### src/rtl/uart_rx_loader.sv
// rtl/uart_rx_loader.sv - UART byte-stream packet loader driving memory writes and the console hold line
// Optional statistics counters: define UART_RX_LOADER_STATS_EN.
module uart_rx_loader #(
    parameter logic [7:0] HEADER         = 8'hA5,
    parameter int         ADDR_W         = 16,
    parameter int         TIMEOUT_CYCLES = 4000,
    parameter bit         HOLD_AT_RESET  = 1'b1
) (
    input  logic              clk,
    input  logic              reset_n,
    input  logic [7:0]        rx_data,
    input  logic              rx_valid,
    output logic [ADDR_W-1:0] mem_addr,
    output logic [7:0]        mem_wdata,
    output logic              mem_we,
    input  logic              mem_ready,
    output logic              sys_hold,
    output logic              busy,
    output logic              pkt_done,
    input  logic              err_clr,
    output logic              err_checksum,
    output logic              err_overrun,
    output logic              err_timeout,
    output logic              err_cmd
`ifdef UART_RX_LOADER_STATS_EN
    ,
    output logic [7:0]        pkt_count,
    output logic [7:0]        err_count
`endif
);

    localparam logic [2:0] S_IDLE = 3'd0;
    localparam logic [2:0] S_CMD  = 3'd1;
    localparam logic [2:0] S_AHI  = 3'd2;
    localparam logic [2:0] S_ALO  = 3'd3;
    localparam logic [2:0] S_LEN  = 3'd4;
    localparam logic [2:0] S_DATA = 3'd5;
    localparam logic [2:0] S_CSUM = 3'd6;

    localparam int            TW         = (TIMEOUT_CYCLES > 1) ? $clog2(TIMEOUT_CYCLES) : 1;
    localparam logic [TW-1:0] TMO_RELOAD = TW'(TIMEOUT_CYCLES - 1);

    logic [2:0]        state_q, state_d;
    logic [7:0]        cmd_q, cmd_d;
    logic [7:0]        ahi_q, ahi_d;
    logic [7:0]        sum_q, sum_d;
    logic [ADDR_W-1:0] addr_q, addr_d;
    logic [ADDR_W-1:0] mem_addr_q, mem_addr_d;
    logic [7:0]        mem_wdata_q, mem_wdata_d;
    logic [8:0]        cnt_q, cnt_d;
    logic [TW-1:0]     tmo_q, tmo_d;
    logic              mem_we_q, mem_we_d;
    logic              sys_hold_q, sys_hold_d;
    logic              pkt_done_q, pkt_done_d;
    logic              err_csum_q, err_csum_d;
    logic              err_ovr_q, err_ovr_d;
    logic              err_tmo_q, err_tmo_d;
    logic              err_cmd_q, err_cmd_d;

    logic       set_csum, set_ovr, set_tmo, set_cmd, pkt_good;
    logic [7:0] sum_nxt;

    always_comb begin
        state_d     = state_q;
        cmd_d       = cmd_q;
        ahi_d       = ahi_q;
        sum_d       = sum_q;
        addr_d      = addr_q;
        mem_addr_d  = mem_addr_q;
        mem_wdata_d = mem_wdata_q;
        cnt_d       = cnt_q;
        tmo_d       = tmo_q;
        mem_we_d    = mem_we_q;
        sys_hold_d  = sys_hold_q;
        pkt_done_d  = 1'b0;
        set_csum    = 1'b0;
        set_ovr     = 1'b0;
        set_tmo     = 1'b0;
        set_cmd     = 1'b0;
        pkt_good    = 1'b0;
        sum_nxt     = sum_q + rx_data;

        if (mem_we_q && mem_ready) begin
            mem_we_d = 1'b0;
        end

        if (rx_valid) begin
            tmo_d = TMO_RELOAD;
            case (state_q)
                S_IDLE: begin
                    if (rx_data == HEADER) begin
                        state_d = S_CMD;
                    end
                end
                S_CMD: begin
                    cmd_d   = rx_data;
                    sum_d   = rx_data;
                    state_d = S_AHI;
                end
                S_AHI: begin
                    ahi_d   = rx_data;
                    sum_d   = sum_nxt;
                    state_d = S_ALO;
                end
                S_ALO: begin
                    addr_d  = ADDR_W'({ahi_q, rx_data});
                    sum_d   = sum_nxt;
                    state_d = S_LEN;
                end
                S_LEN: begin
                    cnt_d   = (rx_data == 8'h00) ? 9'd256 : {1'b0, rx_data};
                    sum_d   = sum_nxt;
                    state_d = (cmd_q == 8'h01) ? S_DATA : S_CSUM;
                end
                S_DATA: begin
                    // A dropped byte still counts toward length and checksum so framing stays aligned
                    sum_d = sum_nxt;
                    cnt_d = cnt_q - 9'd1;
                    if (cnt_q == 9'd1) begin
                        state_d = S_CSUM;
                    end
                    if (mem_we_q && !mem_ready) begin
                        set_ovr = 1'b1;
                    end else begin
                        mem_we_d    = 1'b1;
                        mem_wdata_d = rx_data;
                        mem_addr_d  = addr_q;
                        addr_d      = addr_q + ADDR_W'(1);
                    end
                end
                S_CSUM: begin
                    pkt_done_d = 1'b1;
                    state_d    = S_IDLE;
                    if (sum_nxt == 8'h00) begin
                        pkt_good = 1'b1;
                        if (cmd_q == 8'h02) begin
                            sys_hold_d = 1'b1;
                        end else if (cmd_q == 8'h03) begin
                            sys_hold_d = 1'b0;
                        end
                    end else begin
                        set_csum = 1'b1;
                    end
                    if (cmd_q != 8'h01 && cmd_q != 8'h02 && cmd_q != 8'h03) begin
                        set_cmd = 1'b1;
                    end
                end
                default: state_d = S_IDLE;
            endcase
        end else if (state_q != S_IDLE) begin
            // Timeout abandons the packet but leaves any pending write to finish
            if (tmo_q == '0) begin
                state_d = S_IDLE;
                set_tmo = 1'b1;
            end else begin
                tmo_d = tmo_q - TW'(1);
            end
        end

        err_csum_d = set_csum ? 1'b1 : (err_clr ? 1'b0 : err_csum_q);
        err_ovr_d  = set_ovr  ? 1'b1 : (err_clr ? 1'b0 : err_ovr_q);
        err_tmo_d  = set_tmo  ? 1'b1 : (err_clr ? 1'b0 : err_tmo_q);
        err_cmd_d  = set_cmd  ? 1'b1 : (err_clr ? 1'b0 : err_cmd_q);
    end

    always_ff @(posedge clk or negedge reset_n) begin
        if (!reset_n) begin
            state_q     <= S_IDLE;
            cmd_q       <= '0;
            ahi_q       <= '0;
            sum_q       <= '0;
            addr_q      <= '0;
            mem_addr_q  <= '0;
            mem_wdata_q <= '0;
            cnt_q       <= '0;
            tmo_q       <= '0;
            mem_we_q    <= 1'b0;
            sys_hold_q  <= HOLD_AT_RESET;
            pkt_done_q  <= 1'b0;
            err_csum_q  <= 1'b0;
            err_ovr_q   <= 1'b0;
            err_tmo_q   <= 1'b0;
            err_cmd_q   <= 1'b0;
        end else begin
            state_q     <= state_d;
            cmd_q       <= cmd_d;
            ahi_q       <= ahi_d;
            sum_q       <= sum_d;
            addr_q      <= addr_d;
            mem_addr_q  <= mem_addr_d;
            mem_wdata_q <= mem_wdata_d;
            cnt_q       <= cnt_d;
            tmo_q       <= tmo_d;
            mem_we_q    <= mem_we_d;
            sys_hold_q  <= sys_hold_d;
            pkt_done_q  <= pkt_done_d;
            err_csum_q  <= err_csum_d;
            err_ovr_q   <= err_ovr_d;
            err_tmo_q   <= err_tmo_d;
            err_cmd_q   <= err_cmd_d;
        end
    end

    assign mem_addr     = mem_addr_q;
    assign mem_wdata    = mem_wdata_q;
    assign mem_we       = mem_we_q;
    assign sys_hold     = sys_hold_q;
    assign busy         = (state_q != S_IDLE) || mem_we_q;
    assign pkt_done     = pkt_done_q;
    assign err_checksum = err_csum_q;
    assign err_overrun  = err_ovr_q;
    assign err_timeout  = err_tmo_q;
    assign err_cmd      = err_cmd_q;

`ifdef UART_RX_LOADER_STATS_EN
    logic [7:0] pkt_cnt_q, pkt_cnt_d;
    logic [7:0] err_cnt_q, err_cnt_d;
    logic [1:0] n_err;
    logic [8:0] err_sum;

    always_comb begin
        n_err     = 2'(set_csum) + 2'(set_ovr) + 2'(set_tmo) + 2'(set_cmd);
        err_sum   = {1'b0, err_cnt_q} + 9'(n_err);
        err_cnt_d = err_sum[8] ? 8'hFF : err_sum[7:0];
        pkt_cnt_d = (pkt_good && pkt_cnt_q != 8'hFF) ? pkt_cnt_q + 8'd1 : pkt_cnt_q;
    end

    always_ff @(posedge clk or negedge reset_n) begin
        if (!reset_n) begin
            pkt_cnt_q <= '0;
            err_cnt_q <= '0;
        end else begin
            pkt_cnt_q <= pkt_cnt_d;
            err_cnt_q <= err_cnt_d;
        end
    end

    assign pkt_count = pkt_cnt_q;
    assign err_count = err_cnt_q;
`endif

endmodule

### config.mk
export PLATFORM = sky130hd
export DESIGN_NAME = uart_rx_loader
export DESIGN_NICKNAME = d
export VERILOG_FILES = /design/src/rtl/uart_rx_loader.sv
export SDC_FILE = /design/constraint.sdc
export NUM_CORES = 1
export LEC_CHECK = 0
export BUFFER_PORTS_ARGS = -buffer_cell sky130_fd_sc_hd__buf_2
export CORE_MARGIN = 2
export CORE_UTILIZATION = 56
export DETAILED_ROUTE_END_ITERATION = 8
export GPL_TIMING_DRIVEN = 0
export HOLD_SLACK_MARGIN = 0.12
export PLACE_DENSITY = 0.76
export REMOVE_ABC_BUFFERS = 1
export SYNTH_ARGS = -nofsm -noshare
export SYNTH_HDL_FRONTEND = slang
export SYNTH_SLANG_ARGS = --single-unit
### constraint.sdc
create_clock -name clk -period 7.35 [get_ports clk]
set_clock_uncertainty 0.05 [all_clocks]
set_input_delay 1.47 -clock clk [delete_from_list [all_inputs] [get_ports clk]]
set_output_delay 1.47 -clock clk [all_outputs]
set_load 0.02 [all_outputs]
Word-level counts from Yosys, hierarchy flattened
Index checks and enable logic that the tools add are counted.
{"block": "word_totals", "reg_bits": 95, "in_bits": 13, "out_inout_bits": 32}
{"block": "op_classes", "add_sub_neg": 4, "n_eq_ne": 18, "muxes": 40, "bitwise": 1, "reduce_logical": 31}
{"op": "$mux W12", "count": 3}
{"op": "$pmux W16 S2", "count": 1}
{"op": "$mux W1", "count": 25}
{"op": "$reduce_bool A2 Y1", "count": 10}
{"op": "$pmux W3 S6", "count": 1}
{"op": "$pmux W9 S2", "count": 1}
{"op": "$add A16 B1 Y16 const B", "count": 1}
{"op": "$eq A8 B2 Y1 const B", "count": 2}
{"op": "$logic_not A8 Y1", "count": 2}
{"op": "$mux W16", "count": 1}
{"op": "$ne A8 B2 Y1 const B", "count": 2}
{"op": "$pmux W8 S2", "count": 1}
{"op": "$mux W3", "count": 5}
{"op": "$logic_not A12 Y1", "count": 1}
{"op": "$sub A12 B1 Y12 const B", "count": 1}
{"op": "$reduce_and A2 Y1", "count": 5}
{"op": "$eq A3 B3 Y1 const B", "count": 3}
{"op": "$eq A9 B1 Y1 const B", "count": 1}
{"op": "$mux W9", "count": 1}
{"op": "$sub A9 B1 Y9 const B", "count": 1}
{"op": "$add A8 B8 Y8", "count": 1}
{"op": "$eq A8 B1 Y1 const B", "count": 1}
{"op": "$eq A8 B8 Y1 const B", "count": 1}
{"op": "$ne A8 B1 Y1 const B", "count": 1}
{"op": "14 further kinds", "count": 22}

Logic depth before layout (Yosys ltp)
Gate-level depths: netlist of run 1.
{"block": "depth", "depth_word": 7, "ltp_mapped": 9}

Worst setup path before layout of run 1
OpenSTA, ideal clock, no wires.
{"block": "synth_timing", "path_type": "input port to flip-flop", "start": "in rx_data[0]", "end": "reg sys_hold_q (netlist: sys_hold)", "setup_time_ns": 0.105, "t_arrival_ns": 3.119, "required_ns": 7.195, "slack_ns": 4.075, "cell_stages": 8, "n_path_buf": 0, "path_cell_list": "ha_1 inv_1 fa_1 nor2b_1 o21a_1 o311ai_0 or2_2 o41ai_1"}
{"block": "synth_via", "elab_chain_cells": 3}
{"element": "from (decl)", "line_no": "11", "text": "input logic [7:0] rx_data,"}
{"element": "$add A8 B8 Y8", "line_no": "81", "text": "sum_nxt = sum_q + rx_data;"}
{"element": "$logic_not A8 Y1", "line_no": "134", "text": "if (sum_nxt == 8'h00) begin"}
{"element": "$reduce_and A4 Y1 (no line)"}
{"element": "to (signal assigned)", "line_no": "195", "text": "sys_hold_q <= sys_hold_d;"}
{"element": "to (decl)", "line_no": "53", "text": "logic sys_hold_q, sys_hold_d;"}
Every way passes these cells.
A chain may end at the register's enable or synchronous reset.

Worst setup path in the final report of run 1
Ends and elaborated chain as after synthesis.

==> summary.txt, run 1 <==
status -> finished clean
Post-synth EDFFs -> 0
worst flop-to-flop path endpoint -> mem_addr[1]
wirelength, routed -> 10300 microns
# rows -> 33
crit path kind -> primary input to register
CTS tree -> built
FFs w/ async S/R, synth -> 100%
Max transition margin -> 19.6%
Worst Hold Slack -> 0.447 ns
Post-Syn Area -> 4840 sq um
Final GP Congestion -> 0.854
Worst-Skew Late Latency -> 0.36 ns
CTS root buf -> clkbuf_8
Final #Nets -> 540
actual slew at the worst max-slew pin -> 1.21 ns
buffer depth of the longest clock path -> 2
Max VDD drop -> 229 uV
P_leak -> 2.39 nW
Multi-input gate area -> 2330 sq um
required time of the critical path -> 7.58 ns
Max Slew Vio Count -> 0
total CTS buffers -> 9
Die Wd -> 96.9 microns
DRT antenna net count -> 0
R2R depth -> 5
Hold Path Stages -> 2
Pwr Total -> 0.00193 W
Synth Instances -> 476
CP startpoint -> rx_data[0]
CP Capture Type -> register
vias in the first global route -> 3708
global-route wire length before repair -> 17700 microns
worst r2r src -> state_q[1]
DRC errors left -> 0
Setup TNS Final -> 0 ns
via count -> 3769
setup slack, reg-to-reg -> 4.34 ns
Synth cell types -> 57
htree depth -> 3
drt first-iter violations -> 229
crit share post-route -> 47.4%
total clock sinks -> 95
clock-pin slew on the worst setup and hold paths -> 0.10 ns
Die H -> 96.9 microns
hpwl dp -> 7040 microns
final hold vios -> 0
PortBufs -> 44
Ports -> 45
commonest non-fill, non-tap cell in the layout -> dfrtp_1
cts repair resizes -> 0
initial antenna violation count -> 0
Max Cap Viol -> 0
register area share after synthesis -> 49.2%
Worst setup SP type -> primary input
CP Max Fanout -> 9
layout cell share with drive strength beyond 1 -> 22.2%
Core Region -> 8300 sq um
Post-CTS Setup Inserts -> 0
Area Growth Syn to Fin -> 11.4%
arrival time worst endpoint -> 3.72 ns
Tmin final -> 3.49 ns
Via density -> 6.05
FF/Latch Area -> 2380 sq um
PD cells -> 359 nW/um^2
wire per inst -> 16.5 microns
HP Class -> register to register
RSZ-0062 raised after global routing -> no
Setup crit end -> sys_hold
flops & latches, synth -> 95
Mapped Avg Cell Area -> 10.2 sq um
ys flop type -> dfrtp_1
Antenna Cells -> 0
DRT Pass-1 Iters -> 4
hold-fix buffers at CTS -> 0
initial core utilization -> 58.3%
Congestion Overflow GR -> 0
pin count of the biggest net entering global routing -> 55
Yosys warnings -> 0
DIE AREA -> 9390 sq um
total track usage -> 22.8%
most frequent cells in the layout -> dfrtp_1, nor2_1, buf_2
final setup vio count -> 0
filler cell count -> 649
Max Fclk -> 287 MHz
==> cell type report <==
cell class,instances,share of cell area (%)
sequential,95,44.2
multi-input combinational,347,43.3
timing repair buffer,46,5.16
clock buffer,9,2.30
tap,105,2.44
clock inverter,7,1.63
inverter,14,0.976
==> per-layer routing <==
layer  track usage, %  vias to the layer above  share of wire, %
met1             31.4                     1862                45
met5                0                        -                 0
met3             3.61                       19               4.0
met2             37.0                       86                49
li1                 -                     1802                 -
met4             8.02                        0               1.7
==> critical path, stage by stage <==
cell      delay (ns)
buf_2           0.21
ha_1            0.21
inv_1           0.06
fa_1            0.40
nor2b_1         0.24
o21a_1          0.18
o311ai_0        0.17
or2_2           0.35
o31ai_1         0.30
o41ai_1         0.13
==> through the flow <==
stage / instances / setup slack (ns) / util [%] / instance area (sq um)
after detailed placement: 607 / 3.54 / 62.3 / 5170
after floorplan: 456 / 3.74 / - / 4760
after global routing: 623 / 3.70 / 64.9 / 5390
final: 623 / 3.86 / 64.9 / 5390
after CTS: 623 / 3.90 / 64.8 / 5380
after global placement: 605 / 2.95 / 61.6 / 5110
==> cells in the mapped netlist, types with 6 or more instances <==
master | count | area, sq um
o22ai_1 | 6 | 37.5
o21ai_0 | 33 | 165
a31oi_1 | 9 | 56.3
o22a_1 | 6 | 52.6
clkbuf_1 | 17 | 63.8
nand2b_1 | 9 | 56.3
a21oi_1 | 36 | 180
mux2_2 | 40 | 450
ha_1 | 13 | 163
inv_1 | 14 | 52.6
xnor2_1 | 8 | 70.1
dfrtp_1 | 94 | 2350
nand3_1 | 7 | 35.0
nor2_1 | 44 | 165
nand2_1 | 37 | 139
nor3_1 | 15 | 75.1
==> kinds of logic after synthesis <==
group	synth area share, %
AO/OA/AOI/OAI	15.7
XOR/XNOR	2.17
adder cells (fa/ha/maj)	3.78
buffers and inverters	2.69
flip-flops	49.2
multiplexers	10.6
AND/OR/NAND/NOR	15.9
==> power by group <==
group	internal, W	switching [W]
logic	0.000316	0.000404
registers	0.000698	0.000152
clock network	0.000165	0.000199
==> how the worst min path moves through the flow <==
stage | end | slack, ns | from
after CTS | sys_hold | 0.45 | cmd_q[0]
after floorplan | sys_hold | 0.38 | cmd_q[0]
after global placement | sys_hold | 0.42 | cmd_q[0]
after global routing | mem_addr[4] | 0.48 | mem_addr[4]
after detailed placement | sys_hold | 0.42 | cmd_q[0]
final | sum_q[2] | 0.45 | sum_q[2]
==> state kept, by name, indices dropped and copies added, names as in the netlist <==
name / count
err_checksum: 1
cmd_q: 8
sys_hold: 1
pkt_done: 1
sum_q: 8
state_q: 3
err_overrun: 1
mem_wdata: 8
tmo_q: 12
err_cmd: 1
cnt_q: 9
err_timeout: 1
mem_we: 1
addr_q: 16
ahi_q: 8
mem_addr: 16
Power figures use the tool's default switching activity.
==> inputs of run 2 (changes only) <==
CORE_UTILIZATION = 54   (was 56)
clock period = 2.89 ns   (was 7.35 ns; I/O delays follow)
==> run 2 against run 1 <==
Sequential share of layout area barely moved. Non-clock buffer count did not move. Wire length rose by 0.33%. Flip-flop and latch count did not move. Power rose to 2.5 times the previous value. Clock power rose by 140%.
==> summary.txt, run 2 (same netlist as run 1, synthesis figures left out) <==
Core Region -> 8720 sq um (was 8300 sq um)
Ports -> 45 (unchanged)
Worst-Skew Late Latency -> 0.37 ns (was 0.36 ns)
Max transition margin -> 19.9% (was 19.6%)
DRC errors left -> 0 (unchanged)
Die H -> 98.6 microns (was 96.9 microns)
CTS root buf -> clkbuf_8 (unchanged)
actual slew at the worst max-slew pin -> 1.19 ns (was 1.21 ns)
initial core utilization -> 55.5% (was 58.3%)
crit path kind -> register to register (was primary input to register)
PD cells -> 905 nW/um^2 (was 359 nW/um^2)
Post-CTS Setup Inserts -> 0 (unchanged)
vias in the first global route -> 3667 (was 3708)
via count -> 3726 (was 3769)
arrival time worst endpoint -> 2.82 ns (was 3.72 ns)
pin count of the biggest net entering global routing -> 60 (was 55)
Max Slew Vio Count -> 0 (unchanged)
total CTS buffers -> 9 (unchanged)
CP Capture Type -> register (unchanged)
DIE AREA -> 9730 sq um (was 9390 sq um)
Worst setup SP type -> register (was primary input)
required time of the critical path -> 3.08 ns (was 7.58 ns)
CP Max Fanout -> 35 (was 9)
buffer depth of the longest clock path -> 2 (unchanged)
status -> finished clean (unchanged)
DRT antenna net count -> 0 (unchanged)
Area Growth Syn to Fin -> 11.3% (was 11.4%)
Max Cap Viol -> 0 (unchanged)
fin area -> 5380 sq um (was 5390 sq um)
HP Class -> primary input to async pin (was register to register)
# rows -> 34 (was 33)
Final GP Congestion -> 0.921 (was 0.854)
P_leak -> 2.37 nW (was 2.39 nW)
Max Fclk -> 381 MHz
Die Wd -> 98.6 microns (was 96.9 microns)
hold-fix buffers at CTS -> 0 (unchanged)
hpwl dp -> 7080 microns (was 7040 microns)
PortBufs -> 44 (unchanged)
total clock sinks -> 95 (unchanged)
clock-pin slew on the worst setup and hold paths -> 0.09 ns (was 0.10 ns)
Tmin final -> 2.62 ns
fin util -> 61.7% (was 64.9%)
final hold vios -> 0 (unchanged)
total track usage -> 22.3% (was 22.8%)
final setup vio count -> 0 (unchanged)
wire per inst -> 16.5 microns (about the same)
Congestion Overflow GR -> 0 (unchanged)
global-route wire length before repair -> 17600 microns (was 17700 microns)
drt first-iter violations -> 305 (was 229)
CTS tree -> built (unchanged)
Max VDD drop -> 473 uV (was 229 uV)
cts repair resizes -> 1 (was 0)
crit share post-route -> 90.7%
RSZ-0062 raised after global routing -> no (unchanged)
Via density -> 5.95 (was 6.05)
htree depth -> 3 (unchanged)
DRT Pass-1 Iters -> 4 (unchanged)
Final #Nets -> 540 (unchanged)
Antenna Cells -> 0 (unchanged)
layout cell share with drive strength beyond 1 -> 22.4% (was 22.2%)
most frequent cells in the layout -> dfrtp_1, nor2_1, buf_2 (unchanged)
dpl cell area -> 5170 sq um (about the same)
initial antenna violation count -> 0 (unchanged)
commonest non-fill, non-tap cell in the layout -> dfrtp_1 (unchanged)
wirelength, routed -> 10300 microns (about the same)
[run 2: cell types whose count changed in the layout (fill, tap and decap cells not counted), sizes merged]
| cell | delta |
|---|---|
| clkinvlp | +2 |
| inv | -1 |
| clkbuf | +1 |
| clkinv | -2 |
[run 2: report_power, final]
part | total [W] | switching (W) | internal, W
combinational | 0.00183 | 0.00103 | 0.000805
clock | 0.000880 | 0.000475 | 0.000405
sequential | 0.00216 | 0.000385 | 0.00178
[run 2: final timing paths]
path	startpoint	slack [ns]	to	depth (start not counted)
max in group asynchronous	reset_n	2.01	cmd_q[4]	2
hold / removal	reset_n	0.12	tmo_q[3]	1
setup reg to reg	state_q[1]	0.27	state_q[0]	6
min in group clk	err_clr	0.39	err_timeout	2
setup / recovery	state_q[1]	0.27	state_q[0]	6
hold reg to reg	sum_q[4]	0.44	sum_q[4]	2
[run 2: layout make-up]
class	count	area, sq um
Sequential cell	95	2380
Clock inverter	6	67.6
Clock buffer	10	128
Timing Repair Buffer	46	278
Fill cell	710	3340
Tap cell	108	135
Inverter	14	52.6
Multi-Input combinational cell	347	2340
[run 2: stage by stage]
step / worst slack [ns] / std cells / TNS [ns] / hold slack, ns / total power, W
floorplan: -0.0676 / 456 / -1.62 / 0.232 / 0.00348
global placement: -0.885 / 608 / -21.19 / 0.419 / 0.00388
detailed placement: -0.0377 / 610 / -0.319 / 0.426 / 0.00400
CTS: 0.173 / 626 / 0 / 0.136 / 0.00488
global route: 0.0700 / 626 / 0 / 0.160 / 0.00523
finish: 0.269 / 626 / 0 / 0.121 / 0.00487
[run 2: layer usage]
metal | part of all wire, % | track usage, % | vias up
li1 | - | - | 1808
met1 | 46 | 29.9 | 1824
met2 | 49 | 36.6 | 77
met3 | 3.7 | 3.33 | 17
met4 | 1.7 | 9.48 | 0
met5 | 0 | 0 | -
[run 2: worst max-delay path, cell delays in order, from the launching register on]
cell,delay (ns)
dfrtp_1,0.49
inv_1,0.21
and3_1,0.99
a21oi_1,0.20
nand2_1,0.15
nand2_2,0.08
mux2_1,0.32
==> inputs of run 3 (changes only) <==
ABC_AREA = 1   (was default)
==> run 3 against run 2 <==
Sequential share of layout area shrank 1.8 points. Power increased by 6.0%. Wire length up 10%. Via count grew 18%. Synthesized cell count increased by 33%. Register-to-register slack improved by 0.26 ns. Clock-buffer cell count increased by 2. Critical path depth up 1.
==> summary.txt, run 3 <==
top cells by count, synth -> nand2_1, dfrtp_1, inv_1 (was dfrtp_1, nor2_1, mux2_2)
pre-CTS setup slack -> 0.363 ns (was -0.0377 ns)
count leader, synth -> nand2_1 (was dfrtp_1)
Core Region -> 9200 sq um (was 8720 sq um)
worst flop-to-flop path endpoint -> cnt_q[6] (was state_q[0])
Yosys warnings -> 0 (unchanged)
Met3 Wirelength -> 557 microns (was 377 microns)
Final #Nets -> 702 (was 540)
FFs w/ async S/R, synth -> 100% (unchanged)
setup slack, reg-to-reg -> 0.53 ns (was 0.27 ns)
final setup vio count -> 0 (unchanged)
Worst setup SP type -> register (unchanged)
DRT Pass-1 Iters -> 5 (was 4)
vias in the first global route -> 4261 (was 3667)
met1 WL -> 5140 microns (was 4710 microns)
total CTS buffers -> 9 (unchanged)
Synth Instances -> 635 (was 476)
Top Metal Used -> met4 (unchanged)
P_leak -> 2.74 nW (was 2.37 nW)
Post-synth EDFFs -> 0 (unchanged)
CTS tree -> built (unchanged)
Setup TNS Final -> 0 ns (unchanged)
Max Slew Vio Count -> 0 (unchanged)
cts repair resizes -> 0 (was 1)
DRT antenna net count -> 0 (unchanged)
HP Class -> primary input to async pin (unchanged)
area share of the largest cell type after synthesis -> 46.1% (was 48.6%)
# rows -> 35 (was 34)
wirelength, routed -> 11400 microns (was 10300 microns)
DIE AREA -> 10300 sq um (was 9730 sq um)
pin count of the biggest net entering global routing -> 55 (was 60)
top post-synthesis cells by area -> dfrtp_1, nand2_1, o21ai_0 (was dfrtp_1, mux2_2, a21oi_1)
buffer depth of the longest clock path -> 2 (unchanged)
Post-Syn Area -> 5110 sq um (was 4840 sq um)
RSZ-0062 raised after global routing -> no (unchanged)
R2R depth -> 7 (was 6)
Max Fclk -> 423 MHz (was 381 MHz)
Max transition margin -> 40.0% (was 19.9%)
actual slew at the worst max-slew pin -> 0.899 ns (was 1.19 ns)
Congestion Overflow GR -> 0 (unchanged)
worst r2r src -> state_q[1] (unchanged)
Area Growth Syn to Fin -> 9.95% (was 11.3%)
post-synth top area cell -> dfrtp_1 (unchanged)
Ports -> 45 (unchanged)
Reg power frac -> 42.7% (was 44.3%)
PD cells -> 919 nW/um^2 (was 905 nW/um^2)
total clock sinks -> 95 (unchanged)
sw frac -> 42.8% (was 38.7%)
most frequent cells in the layout -> nand2_1, dfrtp_1, inv_1 (was dfrtp_1, nor2_1, buf_2)
hpwl dp -> 8290 microns (was 7080 microns)
CTS root buf -> clkbuf_8 (unchanged)
htree depth -> 3 (unchanged)
Antenna Cells -> 0 (unchanged)
layout cell share with drive strength beyond 1 -> 15.1% (was 22.4%)
Die H -> 101 microns (was 98.6 microns)
register area share after synthesis -> 46.6% (was 49.2%)
crit share post-route -> 81.8% (was 90.7%)
routed wl met2 -> 5430 microns (was 5040 microns)
drt first-iter violations -> 232 (was 305)
share of total power in the clock network -> 15.6% (was 18.1%)
flops & latches, synth -> 95 (unchanged)
Non-Filler Instances -> 791 (was 626)
Tmin final -> 2.36 ns (was 2.62 ns)
Post-CTS Setup Inserts -> 0 (unchanged)
post-route setup slack -> 0.525 ns (was 0.269 ns)
Max Cap Viol -> 0 (unchanged)
required time of the critical path -> 3.11 ns (was 3.08 ns)
fin util -> 61.1% (was 61.7%)
ys flop type -> dfrtp_1 (unchanged)
clock-pin slew on the worst setup and hold paths -> 0.10 ns (was 0.09 ns)
commonest non-fill, non-tap cell in the layout -> nand2_1 (was dfrtp_1)
Comb pwr share -> 41.6% (was 37.6%)
arrival time worst endpoint -> 2.59 ns (was 2.82 ns)
placed cell count -> 775 (was 610)
global-route wire length before repair -> 19300 microns (was 17600 microns)
Worst path max stage delay -> 0.73 ns (was 0.99 ns)
final hold vios -> 0 (unchanged)
Mapped Avg Cell Area -> 8.04 sq um (was 10.2 sq um)
PortBufs -> 44 (unchanged)
crit-path cells -> nor2_4 > nand2_4 > inv_1 > nand2_1 > o21ai_0 > nand2_1 > o21ai_0 (was inv_1 > and3_1 > a21oi_1 > nand2_1 > nand2_2 > mux2_1)
hold-fix buffers at CTS -> 0 (unchanged)
DRC errors left -> 0 (unchanged)
CP Capture Type -> register (unchanged)
via count -> 4397 (was 3726)
filler cell count -> 831 (was 710)
total track usage -> 23.6% (was 22.3%)
Via density -> 5.56 (was 5.95)
Sw Pwr -> 0.00221 W (was 0.00188 W)
Power Internal -> 0.00295 W (was 0.00299 W)
status -> finished clean (unchanged)
Worst-Skew Late Latency -> 0.35 ns (was 0.37 ns)
crit path kind -> register to register (unchanged)
critical path's slowest cell -> inv_1 (was and3_1)
initial antenna violation count -> 0 (unchanged)
CP Max Fanout -> 30 (was 35)
Synth cell types -> 43 (was 57)
wire per inst -> 14.4 microns (was 16.5 microns)
Final GP Congestion -> 0.955 (was 0.921)
Die Wd -> 101 microns (was 98.6 microns)
Max VDD drop -> 484 uV (was 473 uV)
initial core utilization -> 55.5% (about the same)
-- run 3: per-layer routing --
metal  global-route usage [%]  vias to the layer above
li1                         -                     2159
met1                     31.0                     2096
met2                     38.9                      123
met3                     4.00                       19
met4                     9.77                        0
met5                        0                        -
-- run 3: area by class of cell --
| class | count | area, sq um | share of cell area, % |
|---|---|---|---|
| Clock inverter | 4 | 30.0 | 0.535 |
| Sequential cell | 95 | 2380 | 42.4 |
| Inverter | 79 | 299 | 5.33 |
| Clock buffer | 12 | 145 | 2.58 |
| Multi-Input combinational cell | 443 | 2320 | 41.3 |
| Timing Repair Buffer | 47 | 305 | 5.44 |
| Tap cell | 111 | 139 | 2.47 |
-- run 3: how the worst max path moves through the flow --
stage               startpoint      endpoint  slack, ns  depth (start not counted)
finish              state_q[1]      cnt_q[6]       0.53                          7
global route        state_q[1]    state_q[2]       0.40                          7
detailed placement  rx_data[0]  err_checksum       0.36                         14
CTS                 state_q[1]      cnt_q[6]       0.60                          7
floorplan             rx_valid  mem_addr[10]       0.30                          3
global placement      rx_valid  mem_addr[10]      -0.55                          4
-- run 3: cells by family (layout without fill, tap and decap cells) --
family	count (synthesis)	after routing	share of synthesized area, %
simple gates	272	272	22.9
compound gates	148	148	17.2
buf+inv	97	142	8.04
flops	95	95	46.6
fa+ha+maj	14	14	3.58
xor+xnor	5	5	0.858
mux	4	4	0.882
-- run 3: metrics by stage --
stage	power, W	hold WS (ns)	area [sq um]
5_1_grt	0.00561	0.199	5620
2_1_floorplan	0.00375	0.232	5000
3_5_place_dp	0.00437	0.416	5440
4_1_cts	0.00519	0.175	5620
3_3_place_gp	0.00424	0.414	5360
6_report	0.00516	0.167	5620
-- run 3: power groups by stage --
stage                     registers [W]  logic [W]  clock network (W)
after detailed placement        0.00222    0.00215                  0
after global routing            0.00227    0.00245           0.000879
after floorplan                 0.00232    0.00143                  0
after global placement          0.00219    0.00205                  0
after CTS                       0.00220    0.00216           0.000828
final                           0.00221    0.00215           0.000806
-- run 3: critical path: cells and delay by family, from the launching register on --
family | cells | cell delay, ns
AO/OA/AOI/OAI | 2 | 0.32
buffers and inverters | 1 | 0.73
flip-flops | 1 | 0.50
AND/OR/NAND/NOR | 4 | 0.67
